[src/rtl/div_arbiter.sv]
// div_arbiter: round-robin arbiter that shares one iterative divider among
// NREQ requesters. One operation is outstanding at a time. Divide-by-zero is
// answered locally, and a watchdog turns a missing div_done into an error
// response.
module div_arbiter #(
  parameter int NREQ = 4,
  parameter int TMO  = 64
) (
  input  logic                 clk,
  input  logic                 reset,
  input  logic [NREQ-1:0]      req_valid,
  output logic [NREQ-1:0]      req_ready,
  input  logic [16*NREQ-1:0]   req_n,
  input  logic [16*NREQ-1:0]   req_d,
  output logic [NREQ-1:0]      rsp_valid,
  input  logic [NREQ-1:0]      rsp_ready,
  output logic [7:0]           rsp_q,
  output logic [15:0]          rsp_r,
  output logic                 rsp_err,
  output logic                 div_start,
  output logic [15:0]          div_n,
  output logic [15:0]          div_d,
  input  logic [7:0]           div_q,
  input  logic [15:0]          div_r,
  input  logic                 div_done,
  output logic                 busy
);

  localparam int IW = $clog2(NREQ);
  localparam int WW = $clog2(TMO + 1);

  typedef enum logic [1:0] {IDLE, ISSUE, WAIT, RESP} state_t;

  state_t          state, state_nxt;
  logic [IW-1:0]   rr_ptr, owner, grant_idx;
  logic            grant_vld;
  logic [15:0]     cap_n, cap_d, cap_r;
  logic [7:0]      cap_q;
  logic            cap_err;
  logic [WW-1:0]   wdog;
  logic            done_ok, tmo_hit;

  // wdog is 0 only in the first WAIT cycle, so a done still high from the
  // previous operation is ignored there.
  assign done_ok = div_done && (wdog != '0);
  assign tmo_hit = (wdog == WW'(TMO - 1));

  // Rotating-priority search: first valid requester at or above rr_ptr, wrapping.
  always_comb begin
    int idx;
    idx       = 0;
    grant_vld = 1'b0;
    grant_idx = '0;
    for (int k = 0; k < NREQ; k++) begin
      idx = int'(rr_ptr) + k;
      if (idx >= NREQ) idx = idx - NREQ;
      if (!grant_vld && req_valid[IW'(idx)]) begin
        grant_vld = 1'b1;
        grant_idx = IW'(idx);
      end
    end
  end

  // State register.
  always_ff @(posedge clk or posedge reset) begin
    if (reset) state <= IDLE;
    else       state <= state_nxt;
  end

  // Next state and handshake/strobe outputs.
  always_comb begin
    state_nxt = state;
    req_ready = '0;
    rsp_valid = '0;
    div_start = 1'b0;
    case (state)
      IDLE: begin
        if (grant_vld) begin
          req_ready[grant_idx] = 1'b1;
          state_nxt            = ISSUE;
        end
      end
      ISSUE: begin
        div_start = (cap_d != '0);
        state_nxt = (cap_d != '0) ? WAIT : RESP;
      end
      WAIT: begin
        if (done_ok || tmo_hit) state_nxt = RESP;
      end
      RESP: begin
        rsp_valid[owner] = 1'b1;
        if (rsp_ready[owner]) state_nxt = IDLE;
      end
      default: state_nxt = IDLE;
    endcase
  end

  // Operand/result capture, watchdog and round-robin pointer.
  always_ff @(posedge clk or posedge reset) begin
    if (reset) begin
      rr_ptr  <= '0;
      owner   <= '0;
      cap_n   <= '0;
      cap_d   <= '0;
      cap_q   <= '0;
      cap_r   <= '0;
      cap_err <= 1'b0;
      wdog    <= '0;
    end else begin
      case (state)
        IDLE: begin
          if (grant_vld) begin
            owner <= grant_idx;
            cap_n <= req_n[{grant_idx, 4'b0} +: 16];
            cap_d <= req_d[{grant_idx, 4'b0} +: 16];
          end
        end
        ISSUE: begin
          wdog <= '0;
          if (cap_d == '0) begin
            cap_q   <= 8'hFF;
            cap_r   <= cap_n;
            cap_err <= 1'b1;
          end
        end
        WAIT: begin
          if (done_ok) begin
            cap_q   <= div_q;
            cap_r   <= div_r;
            cap_err <= 1'b0;
          end else if (tmo_hit) begin
            cap_q   <= '0;
            cap_r   <= '0;
            cap_err <= 1'b1;
          end else begin
            wdog <= wdog + 1'b1;
          end
        end
        RESP: begin
          if (rsp_ready[owner])
            rr_ptr <= (owner == IW'(NREQ - 1)) ? '0 : owner + 1'b1;
        end
        default: ;
      endcase
    end
  end

  assign rsp_q   = cap_q;
  assign rsp_r   = cap_r;
  assign rsp_err = cap_err;
  assign div_n   = cap_n;
  assign div_d   = cap_d;
  assign busy    = (state != IDLE);

endmodule

[config.mk]
export PLATFORM = sky130hd
export DESIGN_NAME = div_arbiter
export DESIGN_NICKNAME = d
export VERILOG_FILES = /design/src/rtl/div_arbiter.sv
export SDC_FILE = /design/constraint.sdc
export NUM_CORES = 1
export LEC_CHECK = 0
export ABC_AREA = 1
export CAP_MARGIN = 25
export CORE_AREA = 10 10 118 120
export CTS_BUF_LIST = sky130_fd_sc_hd__clkbuf_2 sky130_fd_sc_hd__clkbuf_4 sky130_fd_sc_hd__clkbuf_8
export CTS_CLUSTER_SIZE = 30
export DETAILED_ROUTE_END_ITERATION = 16
export DIE_AREA = 0 0 128 130
export PLACE_DENSITY = 0.82
export SYNTH_ARGS = -nofsm -noshare
export SYNTH_HDL_FRONTEND = slang
export SYNTH_SLANG_ARGS = --single-unit
[constraint.sdc]
create_clock -name clk -period 2.3 [get_ports clk]
set_input_delay 0.23 -clock clk [delete_from_list [all_inputs] [get_ports clk]]
set_output_delay 0.23 -clock clk [all_outputs]
set_load 0.02 [all_outputs]
==> out/qor.txt <==
Compound-cell area share of the yosys netlist - 2.66%
Peak Freq - 0.420 GHz
Ports - 230
Antenna-violating nets left - 0
Mux share of post-synthesis cell area - 0%
DRT iter0 DRCs - 440
Diodes inserted - 0
Worst Tran Pin Value - 0.541 ns
Max VDD drop - 1.23 mV
DR WL/cell - 15.6 um
Hold_buf cts - 0
Run status - complete, but fails checks
Initial antenna violation count - 0
Crit. End Element - flop
Via/cell ratio - 4.86
Final period util - 104%
First-pass GRT wire length - 28000 um
Failing checks - negative setup slack
Final Skew - 0.00969 ns
CTS max path bufs - 2
Comb power frac - 75.2%
Switching power - 6.67 mW
Syn Area/Cell - 6.24 um2
Crit path required time - 2.53 ns
Clk root buf - clkbuf_8
Critical path peak fanout - 8
Mapped Cells - 784
PwrDens - 1630 nW/um2
Clock insertion delay at the later pin of the skew report - 0.33 ns
Largest area contributor in the netlist - dfrtp_1
Port bufs - 229
Crit-path most repeated cell - buf_4
DIE AREA - 16600 um2
DR vias - 5684
Slew margin rel. - 63.9%
CTS Sinks - 70
Core area - 11700 um2
Final setup viols - 4
Post-Synth XOR/XNOR Area - 0.179%
Post-synthesis cell type count - 31
RSZ-0062 raised after global routing - true
Fin Setup TNS - -0.242 ns
Worst setup margin - -0.0824 ns
Post-Synth Adder-Cell Area - 2.56%
Crit path arrival time - 2.61 ns
Main combinational cell family by area after synthesis - simple AND/OR/NAND/NOR gates
Sequential element share of the synthesized area - 35.8%
Most frequent cells in the layout - nand2_1 (433), clkdlybuf4s50_1 (224), nand3_1 (112)
Fillers - 1044
Leak Pwr - 3.95 nW
CTS tree - done
Rows - 40
Area grow syn2layout - 58.4%
Cts bufs inserted - 9
Die width - 128 um
Layout Cells excl Fill - 1169
Max-Cap Viols - 0
Netlist Area Pre-Place - 4890 um2
Hold Crit Class - in2async
Die Y - 130 um
Drt first pass iters - 4
Area contributors post-synth - dfrtp_1 (36%), nand2_1 (34%), nand3_1 (12%)
Synth Area in Simple Gates - 50.8%
# DRC - 0
Slowest CP cell - dfrtp_2
Sequential Power Share - 17.7%
Tmin final - 2.38 ns
Critical path type - reg2reg
Switching share of power - 53.0%
Overflow after GRT - 0
Placer Congestion - 0.842
R2r setup slk - -0.08 ns
Critical path launch point type - flop
Share of cells above drive strength 1 - 9.30%
Max stage delay on crit path - 0.49 ns
CTS clock-pin slew for the worst setup and hold paths - 0.08 ns
Total power - 12.6 mW
Int Power - 5.92 mW
Initial core utilization - 41.8%
Vias in the first global route - 5540
Syn Nets - 957
Nets - 1190
Pin count of the biggest net entering global routing - 65
Slew Limit Fails - 0
Dpl cells - 1141
Crit-path cells - buf_4, nand2_1, nand3_2, nand2_2, nor2_4, nand2_2, nor2_4, nor2_4, nor2_8, nand2_4, buf_4, buf_4, buf_4, buf_4, buf_4, o21a_1
Synth Register Bits - 70
Post-synth top area share - 35.8%
Yosys warns - 0
Drt total wl - 18300 um
All-Layer GR Usage - 20.5%
Commonest non-fill, non-tap cell in the layout - nand2_1
Hold Vio Cnt, Final - 0
CTS H-tree depth - 3
Clock power frac - 7.1%
Hpwl dp - 13800 um
-- state kept, by name, indices dropped and copies added, names as in the netlist --
signal,count
div_d,16
rsp_q,8
rsp_r,16
rsp_err,1
rr_ptr,2
wdog,7
state,2
owner,2
div_n,16
-- cell families after synthesis --
kind of cell,Yosys count
AOI/OAI and AO/OA,22
xor gates and xnor gates,1
adders and majority gates,10
buffers and inverters,77
DFF,70
and+or+nand+nor,604
-- metal layers --
layer	vias up	routed length [um]	global-route usage (%)
li1	2916	-	-
met1	2515	7820	25.2
met2	216	8300	32.5
met3	37	1480	6.65
met4	0	660	8.48
met5	-	0	0
-- worst max-delay path: cells and delay by family (launching register included) --
family | cells | cell delay, ns
flops | 1 | 0.49
buf+inv | 6 | 0.76
compound gates | 1 | 0.10
simple gates | 9 | 0.91
-- per-stage QoR --
stage | hold WS (ns) | worst slack, ns | cell area (um2) | utilization [%]
2_1_floorplan | 0.363 | 0.150 | 4890 | -
3_3_place_gp | 0.462 | -0.243 | 7350 | 62.8
3_5_place_dp | 0.464 | -0.401 | 7350 | 62.8
4_1_cts | 0.262 | -0.00989 | 7620 | 65.1
5_1_grt | 0.284 | -0.205 | 7740 | 66.1
6_report | 0.254 | -0.0824 | 7740 | 66.1
-- cells in the mapped netlist, drive strengths merged --
library cell	n
nand2	449
nand3	114
dfrtp	70
buf	34
inv	34
nor2	28
o21ai	11
ha	10
clkbuf	9
nor3	8
a21oi	5
nand4	3
a31oi	1
nor3b	1
o21a	1
o21bai	1
o22a	1
o31ai	1
o41ai	1
or2	1
xnor2	1
-- final timing paths --
check,endpoint,depth (start not counted),startpoint
worst min-delay path,wdog[0],2,reset
min in group clk,rsp_r[5],3,div_r[5]
worst min register to register,rsp_q[0],2,rsp_q[0]
max in group asynchronous,div_n[6],3,reset
worst max-delay path,owner[1],16,rr_ptr[0]
worst max register to register,owner[1],16,rr_ptr[0]
-- timing repair --
action                                  4_1_cts  5_1_grt
resized for setup                            35       21
endpoints found under the setup margin        4       36
cloned                                        0        2
setup buffers                                 8        2
pin swaps                                     8        5
-- power groups by stage --
stage          Clock, mW  Sequential, mW  Combinational, mW
2_1_floorplan          0            2.64               5.59
3_3_place_gp           0            2.21               8.70
3_5_place_dp           0            2.23               8.82
4_1_cts            0.913            2.22               9.09
5_1_grt            0.966            2.30               10.6
6_report           0.892            2.23               9.47
-- cell type report --
cell class                      count  area (um2)  share of cell area, %
Clock buffer                       12         153                   1.97
Clock inverter                      4        22.5                  0.291
Tap cell                          147         184                   2.38
Timing Repair Buffer              264        2660                   34.3
Timing Repair inverter              1        7.51                 0.0969
Multi-Input combinational cell    637        2840                   36.6
Inverter                           34         130                   1.68
Sequential cell                    70        1750                   22.7
Note: power is estimated with default switching activity, not from simulation.
